## src/rtl/rv32_fetch_pkg.sv

```systemverilog
// Shared definitions for the RV32 instruction-fetch unit: widths, opcodes,
// bubble instruction, FSM encoding and IF/ID payload types.
package rv32_fetch_pkg;

  localparam int unsigned XLEN = 32;
  localparam int unsigned ILEN = 32;

  localparam logic [6:0] OPC_OP_IMM = 7'b0010011;
  localparam logic [2:0] F3_ADDI    = 3'b000;

  // ADDI x0,x0,0
  localparam logic [ILEN-1:0] NOP_INSTR_DEF = {12'h000, 5'd0, F3_ADDI, 5'd0, OPC_OP_IMM};

  typedef enum logic [1:0] {
    ST_IDLE  = 2'd0,
    ST_FETCH = 2'd1,
    ST_HOLD  = 2'd2,
    ST_DRAIN = 2'd3
  } fetch_state_e;

  typedef struct packed {
    logic [ILEN-1:0] ir;
    logic [XLEN-1:0] pc;
  } fetch_word_t;

  typedef struct packed {
    logic            valid;
    logic [ILEN-1:0] ir;
    logic [XLEN-1:0] pc;
    logic [XLEN-1:0] pc4;
  } if_id_t;

  function automatic logic [XLEN-1:0] align_word(input logic [XLEN-1:0] a);
    return a & ~XLEN'(3);
  endfunction

endpackage

```

## src/rtl/rv32_fetch_if.sv

```systemverilog
// Instruction-memory request/response bus between the fetch unit and memory.
interface rv32_fetch_if;
  import rv32_fetch_pkg::*;

  logic            imem_req;
  logic [XLEN-1:0] imem_addr;
  logic            imem_ack;
  logic [ILEN-1:0] imem_rdata;

  modport master (output imem_req, imem_addr, input  imem_ack, imem_rdata);
  modport slave  (input  imem_req, imem_addr, output imem_ack, imem_rdata);
endinterface

```

## src/rtl/rv32_fetch_buf.sv

```systemverilog
// One-entry skid buffer holding a fetched word while decode is stalled.
module rv32_fetch_buf
  import rv32_fetch_pkg::*;
(
  input  logic        clk,
  input  logic        rst,
  input  logic        load,
  input  logic        unload,
  input  logic        clear,
  input  fetch_word_t wr_data,
  output fetch_word_t rd_data,
  output logic        full
);

  fetch_word_t data_q, data_d;
  logic        full_q, full_d;

  // clear wins over load so a redirect never leaves a stale word behind
  always_comb begin
    data_d = data_q;
    full_d = full_q;
    if (clear) begin
      full_d = 1'b0;
    end else if (load) begin
      data_d = wr_data;
      full_d = 1'b1;
    end else if (unload) begin
      full_d = 1'b0;
    end
  end

  always_ff @(posedge clk) begin
    if (rst) begin
      data_q <= '0;
      full_q <= 1'b0;
    end else begin
      data_q <= data_d;
      full_q <= full_d;
    end
  end

  assign rd_data = data_q;
  assign full    = full_q;

endmodule

```

## src/rtl/rv32_fetch.sv

```systemverilog
// RV32 instruction-fetch stage: drives the imem bus and the IF/ID register,
// handling stalls (via a one-entry buffer) and redirects (with drain).
module rv32_fetch
  import rv32_fetch_pkg::*;
#(
  parameter logic [XLEN-1:0] RESET_PC  = 32'h0000_0000,
  parameter logic [ILEN-1:0] NOP_INSTR = NOP_INSTR_DEF
) (
  input  logic             clk,
  input  logic             rst,
  rv32_fetch_if.master     imem,
  input  logic             stall,
  input  logic             redirect,
  input  logic [XLEN-1:0]  redirect_pc,
  output logic [ILEN-1:0]  if_id_ir,
  output logic [XLEN-1:0]  if_id_pc,
  output logic [XLEN-1:0]  if_id_pc4,
  output logic             if_id_valid
);

  fetch_state_e    state_q, state_d;
  logic [XLEN-1:0] pc_q, pc_d;
  logic            req_q, req_d;
  logic [XLEN-1:0] addr_q, addr_d;
  if_id_t          ifid_q, ifid_d;

  logic        buf_load, buf_unload, buf_clear, buf_full;
  fetch_word_t buf_wr, buf_rd;

  assign buf_wr = '{ir: imem.imem_rdata, pc: pc_q};

  rv32_fetch_buf u_buf (
    .clk     (clk),
    .rst     (rst),
    .load    (buf_load),
    .unload  (buf_unload),
    .clear   (buf_clear),
    .wr_data (buf_wr),
    .rd_data (buf_rd),
    .full    (buf_full)
  );

  // Next-state, PC and IF/ID update; redirect overrides everything else
  always_comb begin
    state_d    = state_q;
    pc_d       = pc_q;
    ifid_d     = ifid_q;
    buf_load   = 1'b0;
    buf_unload = 1'b0;
    buf_clear  = 1'b0;

    // no new instruction: hold under stall, otherwise bubble
    if (!stall) begin
      ifid_d.valid = 1'b0;
      ifid_d.ir    = NOP_INSTR;
    end

    if (redirect) begin
      ifid_d.valid = 1'b0;
      ifid_d.ir    = NOP_INSTR;
      buf_clear    = 1'b1;
      pc_d         = align_word(redirect_pc);
      if ((state_q == ST_FETCH || state_q == ST_DRAIN) && !imem.imem_ack) begin
        state_d = ST_DRAIN;
      end else begin
        state_d = ST_FETCH;
      end
    end else begin
      case (state_q)
        ST_IDLE: state_d = ST_FETCH;
        ST_FETCH: begin
          if (imem.imem_ack) begin
            pc_d = pc_q + XLEN'(4);
            if (stall) begin
              buf_load = 1'b1;
              state_d  = ST_HOLD;
            end else begin
              ifid_d = '{valid: 1'b1, ir: imem.imem_rdata, pc: pc_q, pc4: pc_q + XLEN'(4)};
            end
          end
        end
        ST_HOLD: begin
          if (!stall) begin
            state_d = ST_FETCH;
            if (buf_full) begin
              buf_unload = 1'b1;
              ifid_d     = '{valid: 1'b1, ir: buf_rd.ir, pc: buf_rd.pc, pc4: buf_rd.pc + XLEN'(4)};
            end
          end
        end
        ST_DRAIN: begin
          if (imem.imem_ack) state_d = ST_FETCH;
        end
        default: state_d = ST_IDLE;
      endcase
    end

    // DRAIN keeps presenting the abandoned address until it is acked
    req_d  = (state_d == ST_FETCH) || (state_d == ST_DRAIN);
    addr_d = (state_d == ST_DRAIN) ? addr_q : pc_d;
  end

  always_ff @(posedge clk) begin
    if (rst) begin
      state_q <= ST_IDLE;
      pc_q    <= RESET_PC;
      req_q   <= 1'b0;
      addr_q  <= RESET_PC;
      ifid_q  <= '{valid: 1'b0, ir: NOP_INSTR, pc: '0, pc4: '0};
    end else begin
      state_q <= state_d;
      pc_q    <= pc_d;
      req_q   <= req_d;
      addr_q  <= addr_d;
      ifid_q  <= ifid_d;
    end
  end

  assign imem.imem_req  = req_q;
  assign imem.imem_addr = addr_q;
  assign if_id_valid    = ifid_q.valid;
  assign if_id_ir       = ifid_q.ir;
  assign if_id_pc       = ifid_q.pc;
  assign if_id_pc4      = ifid_q.pc4;

endmodule
```

## src/flat_wrapper.sv

```systemverilog
// flat-port wrapper written by rule: the top's interface ports become plain ports
module rv32_fetch_flat import rv32_fetch_pkg::*;
#(
  parameter logic [XLEN-1:0] RESET_PC  = 32'h0000_0000,
  parameter logic [ILEN-1:0] NOP_INSTR = NOP_INSTR_DEF
)
  (clk, rst, stall, redirect, redirect_pc, if_id_ir, if_id_pc, if_id_pc4, if_id_valid, imem_imem_req, imem_imem_addr, imem_imem_ack, imem_imem_rdata);
  rv32_fetch_if imem_i ();
  input  logic clk;
  input  logic rst;
  input  logic stall;
  input  logic redirect;
  input  logic [XLEN-1:0] redirect_pc;
  output logic [ILEN-1:0] if_id_ir;
  output logic [XLEN-1:0] if_id_pc;
  output logic [XLEN-1:0] if_id_pc4;
  output logic if_id_valid;
  output wire logic [$bits(imem_i.imem_req)-1:0] imem_imem_req;
  output wire logic [$bits(imem_i.imem_addr)-1:0] imem_imem_addr;
  input wire logic [$bits(imem_i.imem_ack)-1:0] imem_imem_ack;
  input wire logic [$bits(imem_i.imem_rdata)-1:0] imem_imem_rdata;
  assign imem_imem_req = imem_i.imem_req;
  assign imem_imem_addr = imem_i.imem_addr;
  assign imem_i.imem_ack = imem_imem_ack;
  assign imem_i.imem_rdata = imem_imem_rdata;
  rv32_fetch #(.RESET_PC(RESET_PC), .NOP_INSTR(NOP_INSTR)) u_core (.clk(clk), .rst(rst), .imem(imem_i), .stall(stall), .redirect(redirect), .redirect_pc(redirect_pc), .if_id_ir(if_id_ir), .if_id_pc(if_id_pc), .if_id_pc4(if_id_pc4), .if_id_valid(if_id_valid));
endmodule
```

## config.mk

```make
export PLATFORM = sky130hd
export DESIGN_NAME = rv32_fetch_flat
export DESIGN_NICKNAME = d
export VERILOG_FILES = /design/src/rtl/rv32_fetch_pkg.sv /design/src/rtl/rv32_fetch_if.sv /design/src/rtl/rv32_fetch_buf.sv /design/src/rtl/rv32_fetch.sv /design/src/flat_wrapper.sv
export SDC_FILE = /design/constraint.sdc
export NUM_CORES = 1
export LEC_CHECK = 0
export ABC_AREA = 1
export BUFFER_PORTS_ARGS = -buffer_cell sky130_fd_sc_hd__buf_2
export CAP_MARGIN = 20
export CORE_ASPECT_RATIO = 0.8
export CORE_MARGIN = 1
export CORE_UTILIZATION = 50
export CTS_BUF_LIST = sky130_fd_sc_hd__clkbuf_4 sky130_fd_sc_hd__clkbuf_8
export CTS_CLUSTER_SIZE = 25
export DETAILED_ROUTE_END_ITERATION = 7
export PLACE_DENSITY = 0.85
export SLEW_MARGIN = 10
export SYNTH_ARGS = -nofsm -noshare
export SYNTH_HDL_FRONTEND = slang
export SYNTH_SLANG_ARGS = --single-unit
export TNS_END_PERCENT = 10
```

## constraint.sdc

```tcl
create_clock -name clk -period 3.8 [get_ports clk]
set_clock_uncertainty 0.2 [all_clocks]
set_input_delay 0.38 -clock clk [delete_from_list [all_inputs] [get_ports clk]]
set_output_delay 0.38 -clock clk [all_outputs]
set_load 0.01 [all_outputs]
```

# After elaboration in Yosys (flattened, before gate mapping)
# Index checks and enable logic that the tools add are counted.
word_totals:
  word_cells: 62
  reg_bits: 229
  memories: 0
  ram_bits: 0
  output_inout_bits: 130
  romBits: 0
  latch_bits: 0
  input_bits: 69
classes:
  addsub: 2
  mul: 0
  muxes: 27
  n_div: 0
  eq_ne: 9
  bitwise_logic: 2
  n_lt_le_gt_ge: 0
  n_reduce_logical: 11
  shift: 0
op_table:
  columns: ["cell", "count"]
  rows:
  - ["97-bit 2-to-1 mux", 4]
  - ["97-bit case mux with 2 select lines", 1]
  - ["32-bit 2-to-1 mux", 3]
  - ["32-bit by 3-bit adder with 32-bit output, second input constant", 2]
  - ["33-bit 2-to-1 mux", 1]
  - ["2-bit 2-to-1 mux", 6]
  - ["1-bit 2-to-1 mux", 11]
  - ["2-bit != test, second input constant", 4]
  - ["2-bit case mux with 4 select lines", 1]
  - ["2-bit == test, second input constant", 3]
  - ["6-bit AND reduction", 1]
  - ["2-bit by 1-bit == test with 1-bit output, second input constant", 2]
  - ["2-bit nonzero test", 2]
  - ["2-bit OR reduction", 2]
  - ["2-bit zero test", 1]
  - ["1-bit logical OR", 2]
  - ["1-bit NOT", 2]
  - ["2-bit AND reduction", 1]
  - ["1-bit logical AND", 1]
  - ["1-bit zero test", 1]

# Logic depth before layout (Yosys ltp)
# Gate-level depths: netlist (run 1).
depth:
  depth_word: 7
  mapped_depth: 15

# Hierarchy
# From an unflattened synthesis (run 1), not the netlist that was laid out.
hier_totals:
  cells_unflattened: 1720
  area_unflattened_um2: 11375.9
by_module_without_submodules:
  columns: ["mod", "cells_each", "seq_area_each_um2", "n_inst", "area_per_inst_um2"]
  rows:
  - ["rv32_fetch", 1300, 3243.1, 1, 8546.9]
  - ["rv32_fetch_buf", 420, 1301.2, 1, 2829.0]

# Least setup slack after synthesis (run 1)
# No wires, ideal clock.
synth_timing:
  kind: "reg2reg"
  start: "register u_core.state_q[0]"
  end: "register u_core.ifid_q, in the netlist u_core.if_id_ir[10]"
  setup_time_ns: 0.142
  path_stages_with_launch: 10
  t_arrival_ns: 1.716
  period_less_slack_ns: 2.058
  required_ns: 3.458
  setup_slack_ns: 1.742
  path_cell_list: "dfxtp_1 > inv_1 > ha_1 > buf_2 > clkinv_1 > nor3_1 > inv_1 > clkbuf_1 > nand2_1 > a221oi_1"
synth_between:
  elab_chain_cells: 2
  elab_cells_between_ends: 3
synth_rtl:
  columns: ["element", "line", "rtl"]
  rows:
  - ["start: declaration", "rv32_fetch.sv:21", "fetch_state_e state_q, state_d;"]
  - ["start signal: assignment", "rv32_fetch.sv:111", "state_q <= state_d;"]
  - ["2-bit == test / 2-bit by 1-bit == test with 1-bit output (equally long branches)", "rv32_fetch.sv:69", "case (state_q)"]
  - ["97-bit case mux with 2 select lines (*)", "rv32_fetch.sv:69", null]
  - ["end signal: assignment", "rv32_fetch.sv:109", "ifid_q <= '{valid: 1'b0, ir: NOP_INSTR, pc: '0, pc4: '0};"]
  - ["end signal: assignment", "rv32_fetch.sv:115", "ifid_q <= ifid_d;"]
  - ["end: declaration", "rv32_fetch.sv:25", "if_id_t ifid_q, ifid_d;"]
# Mark *: on every way between the ends. The rest lies on a longest branch, timed or not.
# A chain may end at the register's enable or synchronous reset.

# Worst setup path after layout (run 1)
layout_timing:
  start: "register u_core.state_q[0]"
  end: "register u_core.addr_q[14] (netlist: u_core.imem.imem_addr[14])"
layout_between:
  elab_chain_cells: 6
  elab_cells_between_ends: 16
layout_rtl:
  columns: ["element", "line", "rtl"]
  rows:
  - ["parallel branches: the longest is 6 deep, another holds 2-bit case mux with 4 select lines", null, null]
  - ["end signal: assignment", "rv32_fetch.sv:114", "addr_q <= addr_d;"]
  - ["end: declaration", "rv32_fetch.sv:24", "logic [XLEN-1:0] addr_q, addr_d;"]
# Parallel ways; which one is timed is not known.

==> flow_summary.ini, run 1 <==
[outcome]
status = finished clean

[run]
drv_cap = 0

[global_route]
antenna_found_initial = 0
grt_max_degree = 103
grt_pass1_vias = 11036
grt_overflow = 0
track_usage_pct = 33.0
grt_pass1_wl_um = 58900

[worst_setup_path]
cp_cell_sequence = ha_1 -> nand2_4 -> inv_2 -> nand2_2 -> nand2_1 -> nand3_1 -> nand2_1 -> nand2_1 -> buf_4 -> o21ai_0 -> a21oi_1
crit_required_ps = 4010
critPathLaunchType = flop
rrSetupSlack_ps = 750
critical_path_arrival_ps = 3260
ff2ff_path_depth = 11
timing.rr.end = u_core.imem.imem_addr[14]
worst_setup_path_end_kind = flop
crit_start = u_core.state_q[0]
cp-endpoint = u_core.imem.imem_addr[14]
worst_path_largest_cell_delay_ps = 440
critPathMostFrequentCell = nand2_1
cp_slowest_cell = dfxtp_1
critPathKind = reg -> reg
r2r_start = u_core.state_q[0]
crit_fanout = 35

[detailed_routing]
avgViaCountPerCell = 5.71
drc = 0
wire_per_inst_um = 17.7
wl_um = 37700
vias = 12170
drt-initial-drc-count = 1749
drt_first_pass_iters = 6
antenna_left = 0

[timing]
whs_ps = 31.4
setup_violations = 0
rsz0062_at_grt = false
report.final.hold_viol_count = 0
relSlewSlack_pct = 33.3
tns_ps = 0
worst_pin_slew_ps = 1000
fmax_mhz = 328
timing.final.ws_setup_ps = 747
fin_crit_ps = 3050
finalCritPeriodShare_pct = 80.3
slew_violations = 0

[synth]
syn_nets = 1695
synthMuxAreaShare_pct = 0.0906
synth_compound_area_share_pct = 21.6
netlist_instances = 1619
netlist_area_um2 = 11000
syn_avg_cell_area_um2 = 6.82
yosys.area_share.simple_pct = 27.1
ys_seq_area_share_pct = 41.1
synth-xor-area-share_pct = 0.634
synth_cell_type_count = 43
yosys.area_share.adder_pct = 0.793
synth-seq-cells = 227
synth_top_family_by_area = simple AND/OR/NAND/NOR gates
ys_warn_count = 0

[power_and_ir_drop]
design_power_total_mw = 5.42
power_density_nw_per_um2 = 403
peakVddDrop_mv = 0.301
p_leak_nw = 5.64

[clock_tree]
cts_resized = 0
cts.clk_slew.worst_paths_ps = 70
cts_num_sinks = 227
post_cts_buffers = 0
clock_path_buffers = 3
cts_tree = built
hold_buffers = 60
cts_buffers = 38
cts-root-buf = clkbuf_8
htree_num_levels = 2
insertion_delay_ps = 540

[die]
die_h_um = 135
start_util_pct = 51.1
die_w_um = 168
die-area_um2 = 22700
ioPinCount = 199
rows = 48
fp.coreArea_um2 = 21600

[worst_hold_path]
hold_path_class = in -> reg
min_path_cells = 5

[finish]
antennaDiodeCount = 0
stdcell_area_um2 = 13400
regArea_um2 = 4540
area_growth_pct = 21.7
nNetsFinal = 1909
fillers = 1951
post-route-util_pct = 62.2
multi_input_area_um2 = 5560
drive_gt1_share_pct = 17.2
fin_cells = 2131

[place]
io_buffers = 196
place_ws_ps = 890
postPlaceCellArea_um2 = 12100
dp.cells = 2008
place_hpwl_um = 25200
place_congestion = 1.02
## final cells by class
cell class,instances,area share (%)
Clock inverter,6,0.447
Inverter,129,3.62
Tap cell,275,2.56
Multi-Input combinational cell,1164,41.4
Timing Repair Buffer,273,12.8
Sequential cell,227,33.8
Clock buffer,57,5.37
## placed cells by master, fill, tap and decap left out, types with 5 or more instances in the layout
master         count
nor2_4             5
inv_1            120
nand3_1           71
nor2_1           142
inv_2              6
nand4_1           18
nand2_1          437
nor2_2             9
a22o_1             7
o22ai_1           32
xor2_1             8
buf_4             16
dfxtp_1          227
ha_1               7
clkbuf_8          47
o21ai_0          151
nand2_2            6
o21ai_1           24
a221oi_1          22
nor3_1            13
buf_2            196
a21oi_2            5
o211ai_1          14
clkbuf_4          10
dlygate4sd3_1     60
a21oi_1          173
## per-layer routing
layer,track usage (%),share of wire (%)
met5,0,0
met4,10.8,2.6
met3,7.68,12
met1,48.2,45
met2,47.4,40
## registers in the layout, indices dropped and copies added (netlist names)
register,count
u_core.if_id_valid,1
u_core.if_id_pc,30
u_core.u_buf.rd_data,64
u_core.if_id_ir,32
u_core.pc_q,32
u_core.imem.imem_req,1
u_core.state_q,2
u_core.imem.imem_addr,32
u_core.u_buf.full,1
u_core.if_id_pc4,32
## how the worst min path moves through the flow
stage,from,to,slack (ps)
finish,redirect_pc[18],u_core.pc_q[18],30
global route,redirect_pc[18],u_core.pc_q[18],50
CTS,redirect_pc[18],u_core.pc_q[18],3
detailed placement,u_core.u_buf.rd_data[36],u_core.u_buf.rd_data[36],250
global placement,u_core.u_buf.rd_data[36],u_core.u_buf.rd_data[36],250
floorplan,u_core.u_buf.rd_data[32],u_core.u_buf.rd_data[32],230
## cells in the mapped netlist, drive strengths merged
| master | number | area share, % |
|---|---|---|
| or2 | 2 | 0.11 |
| nor2 | 157 | 5.9 |
| dfxtp | 227 | 41 |
| nor3b | 1 | 0.068 |
| a221oi | 22 | 1.7 |
| clkbuf | 52 | 1.8 |
| buf | 47 | 2.4 |
| nand2 | 445 | 15 |
| nand4 | 19 | 1.2 |
| nand3 | 73 | 3.5 |
| nand2b | 1 | 0.057 |
| mux2i | 1 | 0.091 |
| o22ai | 32 | 1.8 |
| o211ai | 14 | 0.95 |
| ha | 7 | 0.79 |
| nor3 | 15 | 0.77 |
| a31oi | 2 | 0.11 |
| clkinv | 2 | 0.068 |
| nand3b | 2 | 0.14 |
| a21oi | 178 | 8.2 |
| o21ai | 177 | 8.1 |
| a22o | 8 | 0.65 |
| xor2 | 8 | 0.63 |
| inv | 127 | 4.3 |
## worst max-delay path: cells and delay by family, from the launching register on
kind,cells,cell delay (ps)
buffers and inverters,2,510
DFF,1,440
AOI/OAI and AO/OA,2,350
adders and majority gates,1,430
and+or+nand+nor,6,980
## power by group
| part | switching (mW) | internal, mW | leakage (nW) |
|---|---|---|---|
| clock | 1.00 | 1.28 | 0.410 |
| combinational | 0.395 | 0.199 | 3.38 |
| sequential | 0.0767 | 2.47 | 1.85 |
## logic make-up (layout without fill, tap and decap cells)
| logic type | after synthesis | count (layout) |
|---|---|---|
| AO/OA/AOI/OAI | 433 | 433 |
| XOR/XNOR | 8 | 8 |
| adder cells (fa/ha/maj) | 7 | 7 |
| buffers and inverters | 228 | 465 |
| flip-flops | 227 | 227 |
| multiplexers | 1 | 1 |
| AND/OR/NAND/NOR | 715 | 715 |
No activity file was read; power rests on OpenSTA's default activity.
==> run 2, diff against run 1 <==
--- a/config.mk
+++ b/config.mk
@@ -14,7 +14,7 @@
 export CTS_BUF_LIST = sky130_fd_sc_hd__clkbuf_4 sky130_fd_sc_hd__clkbuf_8
 export CTS_CLUSTER_SIZE = 25
 export DETAILED_ROUTE_END_ITERATION = 7
-export PLACE_DENSITY = 0.85
+export PLACE_DENSITY = 0.88
 export SLEW_MARGIN = 10
 export SYNTH_ARGS = -nofsm -noshare
 export SYNTH_HDL_FRONTEND = slang
==> constraint.sdc (replaced) <==
create_clock -name clk -period 2.6 [get_ports clk]
set_clock_uncertainty 0.2 [all_clocks]
set_input_delay 0.26 -clock clk [delete_from_list [all_inputs] [get_ports clk]]
set_output_delay 0.26 -clock clk [all_outputs]
set_load 0.01 [all_outputs]
==> flow_summary.ini, run 2 (synthesis gave the netlist of run 1 again) <==
[global_route]
grt_max_degree = 76
grt_pass1_vias = 11062
track_usage_pct = 33.3
grt_pass1_wl_um = 59500
antenna_found_initial = 0
grt_overflow = 0

[clock_tree]
cts.clk_slew.worst_paths_ps = 70
post_cts_buffers = 0
insertion_delay_ps = 530
cts_tree = built
cts_num_sinks = 227
cts_buffers = 37
clock_path_buffers = 3
cts-root-buf = clkbuf_8
htree_num_levels = 2

[timing]
fmax_mhz = 393
whs_ps = 59.6
relSlewSlack_pct = 41.5
setup_violations = 0
fin_crit_ps = 2540
worst_pin_slew_ps = 876
report.final.hold_viol_count = 0
finalCritPeriodShare_pct = 97.8
rsz0062_at_grt = true
slew_violations = 0

[detailed_routing]
drt_first_pass_iters = 6
avgViaCountPerCell = 5.77
wire_per_inst_um = 18.0
wl_um = 38600
antenna_left = 0
drt-initial-drc-count = 1971
vias = 12403
drc = 0

[worst_setup_path]
critPathKind = reg -> reg
critPathLaunchType = flop
ff2ff_path_depth = 9
critical_path_arrival_ps = 2760
rrSetupSlack_ps = 60
crit_start = u_core.state_q[0]
crit_required_ps = 2820
crit_fanout = 25
worst_setup_path_end_kind = flop
timing.rr.end = u_core.if_id_ir[0]
r2r_start = u_core.state_q[0]

[die]
die-area_um2 = 22700
die_h_um = 135
fp.coreArea_um2 = 21600
start_util_pct = 51.1
die_w_um = 168
ioPinCount = 199
rows = 48

[finish]
antennaDiodeCount = 0
nNetsFinal = 1928
drive_gt1_share_pct = 17.8
multi_input_area_um2 = 5560
final_common_cell = nand2_1
post-route-util_pct = 63.1
area_growth_pct = 23.5
final_cell_mix = 437 x nand2_1, 227 x dfxtp_1, 196 x buf_2, 173 x a21oi_1, 151 x o21ai_0
largest_register_ffs = 64
regArea_um2 = 4540
fillers = 1894

[place]
place_congestion = 1.00
io_buffers = 196
place_hpwl_um = 26100

[power_and_ir_drop]
p_leak_nw = 5.74
power_density_nw_per_um2 = 571
peakVddDrop_mv = 0.417
design_power_total_mw = 7.79

[worst_hold_path]
min_from = stall
hold_path_class = in -> reg
min_path_cells = 4
holdPathEnd = u_core.if_id_ir[4]

[run]
drv_cap = 0

[outcome]
status = finished clean
run 2: cell count changes in the layout (fill, tap and decap cells not counted):
cell / previous run / this run
buf_12: 1 / 6
buf_4: 16 / 25
bufinv_16: 1 / 0
clkbuf_4: 10 / 4
clkbuf_8: 47 / 48
clkinv_2: 3 / 7
clkinvlp_4: 2 / 3
dlygate4sd3_1: 60 / 66
inv_2: 6 / 5
inv_4: 1 / 2
nor2_1: 142 / 141
nor2_2: 9 / 10
run 2: worst max-delay path by stage:
stage	end	slack, ps	depth (start not counted)
6_report	u_core.if_id_ir[0]	60	9
5_1_grt	u_core.if_id_ir[0]	-30	9
4_1_cts	u_core.if_id_ir[0]	90	9
3_5_place_dp	u_core.imem.imem_addr[26]	180	12
3_3_place_gp	u_core.imem.imem_addr[26]	240	12
2_1_floorplan	u_core.if_id_ir[10]	540	9
run 2: per-stage QoR:
stage	setup WS, ps	TNS [ps]	std cells	cell area (um^2)
after detailed placement	176	0	2022	12200
final	56.0	0	2150	13600
after floorplan	542	0	1619	11000
after global routing	-25.3	-25.3	2150	13600
after global placement	236	0	2022	12200
after CTS	93.0	0	2150	13600
run 2: final cells by class:
type                            count  share of cell area (%)
Clock buffer                       52                    5.06
Clock inverter                     10                   0.422
Inverter                          129                    3.59
Multi-Input combinational cell   1164                    40.8
Sequential cell                   227                    33.3
Tap cell                          275                    2.52
Timing Repair Buffer              293                    14.3
run 2: repair_timing:
item | in CTS | in global routing
hold buffers | 66 | 0
gates resized for setup | 0 | 3
endpoints found under the hold margin | 124 | 0
setup endpoints to repair | 0 | 4
run 2: worst max-delay path: stages, from the launching register on:
cell	delay (ps)
dfxtp_1	420
inv_1	110
ha_1	320
clkinv_1	80
buf_4	240
nor2_1	200
a21oi_1	60
o22ai_1	160
nand2_1	70
dlygate4sd3_1	560
run 2: routing by layer:
metal	vias up	global-route usage, %	wire, um
li1	5836	-	-
met5	-	0	0
met3	85	7.09	4370
met2	760	48.2	15900
met1	5722	49.3	17500
met4	0	9.70	907
run 2: where the power goes:
| part | internal [mW] | total [mW] | switching, mW |
|---|---|---|---|
| clock | 1.71 | 3.17 | 1.46 |
| sequential | 3.60 | 3.71 | 0.108 |
| combinational | 0.315 | 0.907 | 0.593 |
